**src/rtl/down_counter_reload_pkg.sv**
```systemverilog
// Shared constants for the reloadable down counter: default width and
// the encodings of the auto-reload mode select.
package down_counter_reload_pkg;

  localparam int   WIDTH_DEFAULT = 4;
  localparam logic MODE_WRAP     = 1'b0;
  localparam logic MODE_RELOAD   = 1'b1;

endpackage : down_counter_reload_pkg

```
**src/rtl/down_counter_reload.sv**
```systemverilog
// Cascadable synchronous down counter with parallel load, a hidden reload
// register, a registered terminal-event pulse and a combinational borrow-out.
module down_counter_reload
  import down_counter_reload_pkg::*;
#(
  parameter int WIDTH = WIDTH_DEFAULT
) (
  input  logic             CP,
  input  logic             Rd,
  input  logic             LD,
  input  logic             EP,
  input  logic             ET,
  input  logic             AR,
  input  logic [WIDTH-1:0] D,
  output logic [WIDTH-1:0] Q,
  output logic             B,
  output logic             Z
);

  localparam logic [WIDTH-1:0] ONE = WIDTH'(1);

  logic [WIDTH-1:0] q_q, q_d;
  logic [WIDTH-1:0] r_q, r_d;
  logic             z_q, z_d;
  logic             count_en;
  logic             at_zero;

  assign count_en = EP & ET;
  assign at_zero  = (q_q == '0);

  // NOTE: every output of this block is given a default before any branch,
  // so no path leaves a signal unassigned and no latch is inferred.
  always_comb begin
    q_d = q_q;
    r_d = r_q;
    z_d = 1'b0;
    if (!LD) begin
      q_d = D;
      r_d = D;
    end else if (count_en) begin
      if (!at_zero) begin
        q_d = q_q - ONE;
      end else begin
        // Terminal count: either reload the preset or wrap to all-ones.
        z_d = 1'b1;
        q_d = (AR == MODE_RELOAD) ? r_q : '1;
      end
    end
  end

  // NOTE: state registers use non-blocking assignments so every flop samples
  // the pre-edge values regardless of process evaluation order.
  always_ff @(posedge CP or negedge Rd) begin
    if (!Rd) begin
      q_q <= '0;
      r_q <= '0;
      z_q <= 1'b0;
    end else begin
      q_q <= q_d;
      r_q <= r_d;
      z_q <= z_d;
    end
  end

  // Borrow must ripple through a cascade within one cycle, so it stays
  // combinational and follows an asynchronous reset immediately.
  assign B = ET & at_zero;
  assign Q = q_q;
  assign Z = z_q;

endmodule : down_counter_reload

```
**config.mk**
```make
export PLATFORM = sky130hd
export DESIGN_NAME = down_counter_reload
export DESIGN_NICKNAME = d
export VERILOG_FILES = /design/src/rtl/down_counter_reload_pkg.sv /design/src/rtl/down_counter_reload.sv
export SDC_FILE = /design/constraint.sdc
export NUM_CORES = 1
export LEC_CHECK = 0
export BUFFER_PORTS_ARGS = -buffer_cell sky130_fd_sc_hd__buf_2
export CORE_AREA = 2 2 39 41
export DETAILED_ROUTE_END_ITERATION = 8
export DIE_AREA = 0 0 41 43
export PLACE_DENSITY = 0.59
export SYNTH_ARGS = -nofsm -noshare
export SYNTH_HDL_FRONTEND = slang
export SYNTH_SLANG_ARGS = --single-unit
```
**constraint.sdc**
```tcl
create_clock -name CP -period 1.55 [get_ports CP]
set_input_delay 0.0775 -clock CP [delete_from_list [all_inputs] [get_ports CP]]
set_output_delay 0.0775 -clock CP [all_outputs]
set_load 0.005 [all_outputs]
```
# After elaboration in Yosys (flattened, before gate mapping)

Cells that the tools add are included.

Register bits after elaboration: 9
Output and inout bits: 6
Logic and storage cells: 15

Add/sub/neg operators: 1
Equality and inequality tests: 1
Muxes and demuxes: 7
Bitwise logic cells: 2
Reduce and logical (&&, ||, !) cells: 1

Operator list:

| cell                                                  | number |
|---|---|
| two-way mux 4 bit                                     | 4 |
| logical NOT 4 bit                                     | 1 |
| subtractor 4 x 1 -> 4 bit, second input constant      | 1 |
| two-way mux 1 bit                                     | 3 |
| bitwise AND 1 bit                                     | 2 |
| inequality test 2 x 1 -> 1 bit, second input constant | 1 |

# Depth between registers and ports, before layout

Gate-level depths: netlist of the first run.

Depth after elaboration: 4
Mapped depth: 5

# Least setup slack after synthesis of the first run

Ideal clock, no wire load.

Kind: reg-to-reg
Start point: reg q_q[0] (netlist: Q[0])
End point: reg q_q[1] (netlist: Q[1])
Arrival time: 1.372 ns
Data required time: 1.474 ns
Path slack: 0.102 ns
Stages on the path, launching flop included: 6
Path buffers: 0
Cell sequence: dfrtp_1 inv_1 ha_1 nor3b_2 mux2_2 o21ai_1

Longest elaborated chain between the ends: 4
Elaborated cells between the ends (all ways): 5

RTL lines:

| element                                                               | line                                                 | text |
|---|---|---|
| start: declaration                                                    | down_counter_reload.sv:22                            | `logic [WIDTH-1:0] q_q, q_d;` |
| start signal: assignment                                              | down_counter_reload.sv:59                            | `q_q <= q_d;` |
| subtractor 4 x 1 -> 4 bit / logical NOT 4 bit (equally long branches) | down_counter_reload.sv:42, down_counter_reload.sv:29 |  |
| two-way mux 4 bit *                                                   | down_counter_reload.sv:41                            | `if (!at_zero) begin` |
| two-way mux 4 bit *                                                   | down_counter_reload.sv:40                            | `end else if (count_en) begin` |
| two-way mux 4 bit *                                                   | down_counter_reload.sv:37                            | `if (!LD) begin` |

Every way passes the cells marked *; elsewhere a longest branch is shown, timed or not. The select of a mux whose other input is x is not followed.
A chain may end at the register's enable or synchronous reset.

# Final worst setup path of the first run

Start point: reg q_q[0] (netlist: Q[0])
End point: out B

Longest elaborated chain between the ends: 2

RTL lines:

| element           | line                      | text |
|---|---|---|
| logical NOT 4 bit | down_counter_reload.sv:29 | `assign at_zero = (q_q == '0);` |
| bitwise AND 1 bit | down_counter_reload.sv:67 | `assign B = ET & at_zero;` |
| end: declaration  | down_counter_reload.sv:16 | `output logic B,` |

Every way passes these cells.

==> results.md, run 1 <==
- The run finished with clean final reports.
- After detailed routing, the total wire length is 1.10 mm.
- The TritonCTS buffer count is 3.
- Ranked by total cell area, the synthesized netlist is headed by dfrtp_1, a31oi_1, nor2b_1.
- The count of routing violations after the opening detailed-route iteration is 4.
- The most used routing layer in global routing is met1.
- The minimum setup slack among reg-to-reg paths is around 90 ps.
- Walking the worst path, the cells encountered are inv_2 -> ha_4 -> nor3b_4 -> buf_6 -> and2_4 -> buf_6.
- The total number of H-tree levels is 1.
- The time the final worst path needs with I/O delays and setup is 1500 ps.
- The worst-margin pin slew is 292 ps.
- The count of cells along the worst register-to-register path is 6.
- The remaining global-route overflow is 0.
- The area share of the largest cell type after synthesis is a little under half.
- In the final routed layout, each cell accounts on average for 12.7 µm.
- The number of top-level pins is 16.
- The vertical die dimension is roughly 43 µm.
- The number of global-route vias before repair is 393.
- In this run, placement finished with an instance count of between 70 and 80.
- Global routing used 18.8% of the available met2 tracks.
- In this run the number of cells on the critical path is 6.
- The number of flops mapped to enable cells by yosys is 0.
- CTS saw 9 sinks.
- The highest net fanout along the worst path is 3.
- The weighted congestion reported at the end of routability-driven placement is 0.768.
- The initial cell density of the core is 34.7%.
- The worst setup path is of the reg -> out kind.
- The final-report setup violation count is 0.
- The die footprint is 0.00176 mm².
- Entering global routing, the biggest net connects 15 pins.
- The count of warnings emitted by yosys is 0.
- The clock network latency to the later pin of the worst-skew pair is ~260 ps.
- The count of final hold-check violations was 0.
- For this run, the post-layout net count is 83.
- The sum of buffers and inverters on the critical path is 3.
- The type of element launching the critical path is a flip-flop.
- The number of antenna cells inserted is 0.
- The post-synthesis average cell area is around 10 µm².
- The number of max-cap violations is 0.
- The class of the most critical hold timing path is in -> reg.
- The number of antenna violations at the first check in global routing is 0.
- The ratio of cells with drive above 1 in the final layout is ~45%.
- For this run, global-route usage on met3 was measured as 4.71%.
- Counting along the longest clock path gives a buffer depth of 2.
- The timing endpoint of the critical path is B.
- In the finished design, the share of the clock period the worst path needs comes to a little over nine tenths.
- After synthesis the netlist holds a flip-flop and latch count of 9.
- STA puts the critical path data required time at 1470 ps.
- The sequential-to-total area share from yosys stat is a little under half.
- The startpoint of the worst-slack reg-to-reg timing path is Q[0].
- The power density over the cells is ~910 mW/mm².
- Ranked by instance count, the synthesized netlist is headed by dfrtp_1, a31oi_1, nor2b_1.
- The standard cell core area is 0.00138 mm².
- The floorplan has 14 rows.
- After synthesis, the share of flip-flops with an asynchronous set or reset is 100%.
- In this run the critical register-to-register path is captured at Q[1].
- The die extent in x is 41 µm.
- The root buffer cell is clkbuf_4.
- The clock slew seen by the registers of the worst setup and hold paths is around 70 ps.
- The number of antenna-violating nets in the routed design is 0.
- The number of different library cells used by synthesis comes to 24.
- Synthesis produced 46 cells.
- For this run, design rule violations remaining after detail routing come to 0.
- The total count of max-transition violations in the final report is 0.
- The most numerous cell in the Yosys netlist is dfrtp_1.
- The sum of negative setup slack is 0 ps.
- Once layout is complete, the cells apart from fillers number 87.
- Setup repair after global routing could not meet its margin everywhere.
- The library cell with the largest summed area after synthesis is dfrtp_1.
- The worst setup path is captured at an output port.
- The final route contains 442 vias.
- The first TritonRoute pass finished after 4 iterations.
- The TritonCTS clock tree is done.
- STA puts the critical path data arrival time at around 1400 ps.
- The total leakage power is between 0.3 and 0.4 nW.
- From synthesis to final layout, the design area changed by 41.4%.
- The wire length of the first global-routing pass is roughly 1.7 mm.
- The cell occurring most often along the worst timing path is buf_6.
- The family with the most delay on the worst path is flip-flops.
- Static timing analysis puts the maximum clock frequency at 665 MHz.
- The most common flop cell mapped by yosys is dfrtp_1.
- Measured against its own limit, the worst slew margin works out to between 80% and 90%.
- For this design, the slowest cell found on the critical path is dfrtp_1.
- Counting every net in the synthesized netlist gives 57.
- Across the routed clock network, the largest skew measured is 4.57 ps.
- The number of port buffers is 15.
- The detail-routed via count per cell is 5.08.
- The cell area after synthesis is 480 µm².
- The global router's overall resource usage is 15.0%.
- The worst-case IR drop observed on VDD is a little under 500 µV.
- Summed over all nets, the half-perimeter wirelength after detailed placement is slightly below 800 µm.
- Along the worst hold path, the cell count comes to 2.
- The largest stage delay on the critical path is 390 ps.
- The global routing usage on met1 is 21.3%.
- The most critical setup path has its startpoint at Q[0].
-- layout by cell type, fill, tap and decap left out, types with 2 or more instances in the layout --
| cell type | instances |
|---|---|
| nand3_1 | 2 |
| buf_4 | 5 |
| nand2b_1 | 2 |
| buf_6 | 2 |
| buf_2 | 14 |
| inv_2 | 2 |
| a21o_1 | 3 |
| dfrtp_1 | 9 |
| mux2_2 | 2 |
| clkbuf_4 | 3 |
| a31oi_1 | 4 |
| nor2b_1 | 4 |
| nand2_1 | 2 |
-- layer usage --
layer	routed length [µm]	share of wire, %	vias to the layer above
li1	-	-	217
met1	507	46	207
met2	511	46	18
met3	82	7.4	0
met4	0	0	0
met5	0	0	-
-- area by class of cell --
type	instances	area, µm²
Clock buffer	4	26.3
Fill cell	144	704
Inverter	3	11.3
Multi-Input combinational cell	33	256
Sequential cell	9	225
Tap cell	16	20.0
Timing Repair Buffer	22	140
-- repair_timing --
| item | in CTS | in global routing |
|---|---|---|
| endpoints found under the hold margin | 9 | 0 |
| setup endpoints to repair | 1 | 1 |
| hold buffers | 1 | 0 |
| pin swaps | 1 | 2 |
| buffers inserted | 2 | 2 |
| resized for setup | 2 | 6 |
-- worst reg2reg max path: cells and delay by family (launching register included) --
family | cells | cell delay [ps]
AOI/OAI and AO/OA | 1 | 110
adders and majority gates | 1 | 140
buffers and inverters | 2 | 230
DFF | 1 | 390
muxes | 1 | 310
and+or+nand+nor | 1 | 210
-- cell families after synthesis --
family          count (synthesis)  share of synthesized area, %
mux                             3                          6.77
buf+inv                         4                          3.91
simple gates                   18                          24.5
compound gates                 11                          15.4
fa+ha+maj                       1                          2.60
flops                           9                          46.9
-- worst min-delay path by stage --
| stage | from | end | slack [ps] |
|---|---|---|---|
| 5_1_grt | D[2] | r_q[2] | 60 |
| 6_report | D[2] | r_q[2] | 60 |
| 2_1_floorplan | Rd | Q[0] | -220 |
| 3_5_place_dp | Rd | Z | -50 |
| 4_1_cts | D[2] | r_q[2] | 50 |
| 3_3_place_gp | Rd | Q[3] | -50 |
-- per-stage QoR --
| stage | utilization, % | power (mW) | worst slack (ps) | cell area (µm²) | hold slack (ps) |
|---|---|---|---|---|---|
| floorplan | - | 0.347 | 102 | 480 | -218 |
| global placement | 42.1 | 0.399 | 182 | 583 | -54.3 |
| detailed placement | 42.1 | 0.402 | 126 | 583 | -55.0 |
| CTS | 46.7 | 0.611 | 0.650 | 647 | 50.5 |
| global route | 49.1 | 0.660 | -23.9 | 679 | 64.1 |
| finish | 49.1 | 0.620 | 45.1 | 679 | 61.1 |
-- power breakdown --
group / leakage [nW] / internal (mW) / switching, mW
combinational: 0.207 / 0.0875 / 0.0680
clock: 0.0150 / 0.0995 / 0.0876
sequential: 0.110 / 0.257 / 0.0211
-- registers in the layout (all words and copies together) (netlist names) --
signal / flops
Z: 1
r_q: 4
Q: 4
Power figures use the tool's default switching activity.
==> run 2, diff against run 1 <==
Settings changed: REMOVE_ABC_BUFFERS set to 1.
==> run 2 against run 1 <==
Against the previous run:
- global-route usage up 0.88 points
- die area unchanged
- first-iteration DRC count increased by 100%
- count of clock-buffer cells in the layout is the same
- clock power fell by 2%
- sequential power is essentially flat
- via count up 0.23%
- fmax increased by 1.2%
- critical path depth is the same
- core utilization is 1.1 points higher
- register-to-register slack barely moved
- hold slack better by 3.9 ps
- largest cell class unchanged
- largest power group unchanged
==> results.md, run 2 (synthesized netlist as in run 1, its figures left out) <==
- For this block, the routed nets add up to 1.14 mm of wire.
- The number of top-level pins is 16.
- The cell sitting at the root of the clock tree is a clkbuf_4.
- The number of global-route vias before repair is 401.
- The count of final hold-check violations is 0.
- The detailed-router iteration count before antenna repair is 4.
- After detailed routing, the number of remaining DRC violations is 0.
- The arrival time of data at the critical path endpoint is 1410 ps.
- The relative area change from synthesis to final layout is 44.5%.
- From left edge to right edge, the die measures 41 µm.
- For this configuration, the core starts out at a cell density of 34.7%.
- The vertical die dimension is 43 µm.
- The type of element launching the critical path is a flip-flop.
- The final-stage net count is 85.
- The relative slew slack is roughly four fifths.
- In the final layout, flip-flops and latches occupy 225 µm².
- Entering global routing, the biggest net connects 15 pins.
- The detail route stage leaves a number of antenna-violating nets equal to 0.
- Using the TritonRoute via totals, the vias-per-cell ratio works out to 4.98.
- The clock sink count is 9.
- The worst slack after detailed placement is 143 ps.
- The estimated wirelength of the detail-placed design is 772 µm.
- The count of standard-cell rows is 14.
- In the layout the commonest cells are buf_2, dfrtp_1, buf_4.
- For the worst setup path, the data required time is 1470 ps.
- The final-report setup violation count is 0.
- Buffers inserted during clock tree synthesis total 3.
- The total number of H-tree levels is 1.
- Once layout is complete, the cells apart from fillers number 89.
- TritonCTS built the clock tree.
- The global router's overall resource usage is 15.9%.
- The first routing iteration left 8 violations.
- Leaving out fill and tap cells, the most frequent cell in the layout is buf_2.
- The wire length per cell is 12.8 µm.
- The number of antenna violations at the first check in global routing came to 0.
- The multi-input combinational cells in the finished layout cover a total of about 260 µm².
- The total number of vias is 443.
- Global routing finished with a remaining overflow of 0.
- The power density over the cells is 900 mW/mm².
- The standard cell core area is approximately 0.0014 mm².
- The total leakage power is 0.341 nW.
- The instance count after placement with tap cells included is 79.
- The critical path is of the reg -> out type.
- The final worst setup slack is about 63 ps.
- In the final timing run, aggregate negative setup slack is 0 ps.
- The first global-routing pass estimated 1.81 mm of wire.
- The maximum buffer depth of the clock tree is 2.
- The run finished with clean final reports.
- IR analysis of the VDD net gives a maximum drop of 412 µV.
- Between clock sinks in the finished design, the worst skew comes to 2.76 ps.
- The highest clock frequency the design can meet is 673 MHz.
- The floorplan step defined a die boundary enclosing 0.00176 mm².
- Of the cells placed in the final design, the portion with a size suffix greater than 1 is 46.6%.
- Max-cap violations in this run came to 0.
- Clock-pin slew was measured on the worst setup and hold paths at 60 ps.
- The final core utilization is 50.2%.
- The min-delay analysis places its worst path in the category in -> reg.
- Port buffering added 15 buffers.
- The final clock period utilization by the worst path is 95.9%.
- The total count of max-transition violations in the final report is 0.
- The repair_antennas step left the layout with diodes totalling 0.
- The worst-margin pin slew is 272 ps.
- The clock network latency to the later pin of the worst-skew pair is about 260 ps.
- The type of element capturing the critical path is an output port.
- The layout has 135 filler cells.
- Along the worst path, the maximum fanout reaches 3.
- The time the final worst path needs with I/O delays and setup is 1490 ps.
- At the end of routability-driven placement, the weighted congestion stood at 0.770.
==> run 2: worst max-delay path, cell delays in order (launching register included) <==
cell	delay, ps
dfrtp_1	380
inv_2	90
ha_4	140
nor3b_4	210
buf_6	130
and2_4	130
buf_6	80
==> run 2: power by group <==
group / internal (mW) / switching, mW / total, mW
Clock: 0.0994 / 0.0839 / 0.183
Combinational: 0.0941 / 0.0690 / 0.163
Sequential: 0.257 / 0.0222 / 0.279
Total: 0.450 / 0.175 / 0.625
==> run 2: layout make-up <==
type / count / area share, %
Multi-Input combinational cell: 33 / 36.9
Clock buffer: 4 / 3.78
Inverter: 3 / 1.62
Sequential cell: 9 / 32.4
Tap cell: 16 / 2.88
Timing Repair Buffer: 24 / 22.3
==> run 2: through the flow <==
step / cell area (µm²) / hold slack (ps) / power (mW)
6_report: 694 / 65.0 / 0.625
4_1_cts: 653 / 57.4 / 0.615
2_1_floorplan: 473 / -218 / 0.343
5_1_grt: 694 / 72.2 / 0.673
3_3_place_gp: 591 / -56.1 / 0.405
3_5_place_dp: 591 / -51.0 / 0.407
==> run 2: repair_timing <==
action,CTS,global route
pin swaps,1,1
endpoints found under the setup margin,1,2
resized for setup,3,5
hold buffers,1,0
hold endpoints to repair,9,0
buffers inserted,1,4
==> run 2: path summary, 6_finish.rpt <==
kind	from	end	slack [ps]	cells after the start
max	Q[0]	B	60	6
min	D[2]	r_q[2]	70	2
max reg2reg	Q[0]	Q[1]	90	6
min reg2reg	r_q[3]	r_q[3]	470	1
max in group asynchronous	Rd	Q[1]	1170	2
min in group asynchronous	Rd	r_q[2]	200	2
==> run 2: routing by layer <==
layer | up-vias | global-route usage, % | wire (µm)
li1 | 224 | - | -
met1 | 203 | 21.5 | 538
met2 | 14 | 21.3 | 538
met3 | 2 | 4.71 | 56
met4 | 0 | 10.0 | 9
met5 | - | 0 | 0
==> run 3, diff against run 2 <==
Settings changed: ABC_AREA set to 1, GPL_ROUTABILITY_DRIVEN set to 0, PLACE_DENSITY 0.59 to 0.63, SKIP_LAST_GASP set to 1.
==> run 3 against run 2 <==
Against the previous run:
- area after synthesis is 9.9% higher
- combinational power is 16% lower
- global-route usage is 0.37 points higher
- synthesized cell count is 70% higher
- critical endpoint unchanged
- largest power group unchanged
==> results.md, run 3 <==
- The synthesized instance count is 78.
- Port buffering added 15 buffers.
- Entering global routing, the biggest net connects 16 pins.
- The floorplan step set the die height to around 43 µm.
- Dividing the synthesized area by the synthesized cell count gives ~6.8 µm².
- Using the TritonRoute via totals, the vias-per-cell ratio works out to approximately 4.6.
- Leaving out fill and tap cells, the most frequent cell in the layout is nand2_1.
- The first TritonRoute pass finished after 4 iterations.
- The count of final hold-check violations is 0.
- In this run the tightest slew margin relative to its limit is 84.0%.
- For this run, design rule violations remaining after detail routing come to 0.
- The wire length of the first global-routing pass is roughly 1.9 mm.
- Global routing consumed, over all layers together, 16.3% of the routing resources.
- Setup repair after global routing left no endpoint under its margin.
- Counting I/O delays and the setup requirement, the final critical path takes 1380 ps.
- The wire length per cell is 10.1 µm.
- The total count of max-transition violations in the final report is 0.
- The count of standard-cell rows is 14.
- In the synthesized netlist, the cells that appear most often are nand2_1, inv_1, dfrtp_1, nor2_1.
- The worst setup path is launched from a flip-flop.
- The library cells used most frequently in the layout, excluding fill and tap cells, are nand2_1, inv_1, buf_2.
- After synthesis, the largest area contributor takes up between 40% and 50% of total cell area.
- The longest clock path from root to sink contains 2 buffers.
- The number of antenna violations at the first check in global routing is 0.
- Data on the critical path arrives at its endpoint at 1300 ps.
- The fraction of registers with async set/reset is 100%.
- The number of gates resized after CTS is 0.
- At the pin with the least slew margin, the transition time is 241 ps.
- In the final design database the tool counted around 110 nets.
- Across all layers, the routed design uses 519 vias.
- The count of routing violations after the opening detailed-route iteration is 7.
- For the worst setup path, the data required time is 1470 ps.
- The total routed wirelength is 1.14 mm.
- The count of warnings emitted by yosys is 0.
- The overall power of the completed layout is 0.594 mW.
- The number of buffers inserted by post-CTS setup repair is 0.
- The cell area after synthesis is approximately 530 µm².
- In the final layout, the share of cells above drive strength 1 is between 10% and 20%.
- The clock network latency to the later pin of the worst-skew pair is 260 ps.
- For this run, the leading register cell type out of synthesis is dfrtp_1.
- The number of top-level pins is 16.
- The number of flops mapped to enable cells by yosys is 0.
- The die footprint is 0.00176 mm².
- After synthesis, the cell types taking the most area are dfrtp_1, nand2_1, inv_1.
- The clock arrives with around 2.6 ps of skew.
- The min-delay analysis places its worst path in the category in -> reg.
- For this run the aggregate overflow at the end of global routing stands at 0.
- The power density over the cells is 912 mW/mm².
- The number of global-route vias before repair is 468.
- The number of different library cells used by synthesis comes to 14.
- The worst-case vdd ir drop is 382 µV.
- The synthesized design spends more area on one cell type than any other, namely dfrtp_1.
- The clock net in this run drives a total of 9 sinks.
- The highest net fanout along the worst path is 4.
- With fillers left out, the area of the finished cells amounts to 652 µm².
- Setup violations remaining at the end of the flow were counted as 0.
- Relative to the synthesized area, the layout overhead comes to 23.5%.
- The sum of negative setup slack is 0 ps.
- The sequential-to-total area share from yosys stat is 42.7%.
- From left edge to right edge, the die measures 41 µm.
- The type of element capturing the critical path is an output port.
- Once placement finished, the instance area stood at 616 µm².
- The standard cell core area is 0.00138 mm².
- The highest clock frequency the design can meet is 725 MHz.
- CTS placed an instance of clkbuf_4 at the clock tree root.
- The TritonCTS clock tree is done.
- The TritonCTS buffer count is 3.
- The number of antenna cells inserted is 0.
- After layout, the worst path uses 89.0% of the clock period.
- In this run the number of H-tree levels came out at 1.
- For this design the static power due to leakage is 0.379 nW.
- The most numerous cell in the Yosys netlist is nand2_1.
- The number of fill cells in the layout is 145.
- The estimated wirelength of the detail-placed design is 900 µm.
- Synthesis inferred 9 register bits.
- The number of max-cap violations is 0.
- The flow ran to the end, and the final reports show no timing, DRC or antenna violations.
- The initial cell density of the core is a little under two fifths.
- The worst setup path is of the reg -> out kind.
- Clock-pin slew was measured on the worst setup and hold paths at 60 ps.
- The number of antenna-violating nets in the routed design is 0.
-- run 3: final cells by class --
type / instances / area [µm²] / area share (%)
multi-input cells: 49 / 224 / 34.4
well taps: 16 / 20.0 / 3.07
flip-flops and latches: 9 / 225 / 34.5
clock buffers: 4 / 26.3 / 4.03
repair buffers: 16 / 85.1 / 13.1
inverters: 19 / 71.3 / 10.9
-- run 3: path summary, 6_finish.rpt --
path / startpoint / endpoint / slack (ps) / cells after the start
worst min-delay path: D[1] / r_q[1] / 90 / 3
worst max register to register: Q[0] / Q[2] / 300 / 7
min in group asynchronous: Rd / Q[3] / 190 / 2
worst min register to register: r_q[2] / r_q[2] / 490 / 2
max in group asynchronous: Rd / r_q[2] / 1180 / 2
worst max-delay path: Q[0] / B / 170 / 5
-- run 3: worst max-delay path, cell delays in order (launching register included) --
cell and delay [ps]:
dfrtp_1 380, inv_1 120, ha_1 200, nand2_1 120
nor2_1 100, buf_2 110
-- run 3: metal layers --
layer / track usage, % / wire, µm
met5: 0 / 0
met4: 10.0 / 32
met3: 3.14 / 56
met2: 25.3 / 562
met1: 19.4 / 484
-- run 3: kinds of logic (layout without fill, tap and decap cells) --
kind of cell               count (synthesis)  count (layout)  share of synthesized area [%]
buffers and inverters                     20              39                           14.9
DFF                                        9               9                           42.7
and+or+nand+nor                           38              38                           29.6
adders and majority gates                  1               1                           2.37
AOI/OAI and AO/OA                         10              10                           10.4
-- run 3: timing repair --
action | CTS | global route
hold endpoints to repair | 9 | 0
hold buffers | 1 | 0
setup endpoints to repair | 0 | 0
-- run 3: per-stage QoR --
step / util [%] / setup slack (ps) / instances / hold WS [ps]
floorplan: - / 401 / 77 / -218
global placement: 44.5 / 352 / 108 / -58.5
detailed placement: 44.5 / 301 / 108 / -60.1
CTS: 47.1 / 168 / 113 / 87.9
global route: 47.1 / 65.9 / 113 / 90.6
finish: 47.1 / 171 / 113 / 87.4
-- run 3: report_power, final --
group	internal, mW	leakage (nW)	switching (mW)	total (mW)
sequential	0.257	0.111	0.0180	0.275
clock	0.0993	0.0150	0.0827	0.182
combinational	0.0561	0.253	0.0809	0.137
total	0.413	0.379	0.182	0.594
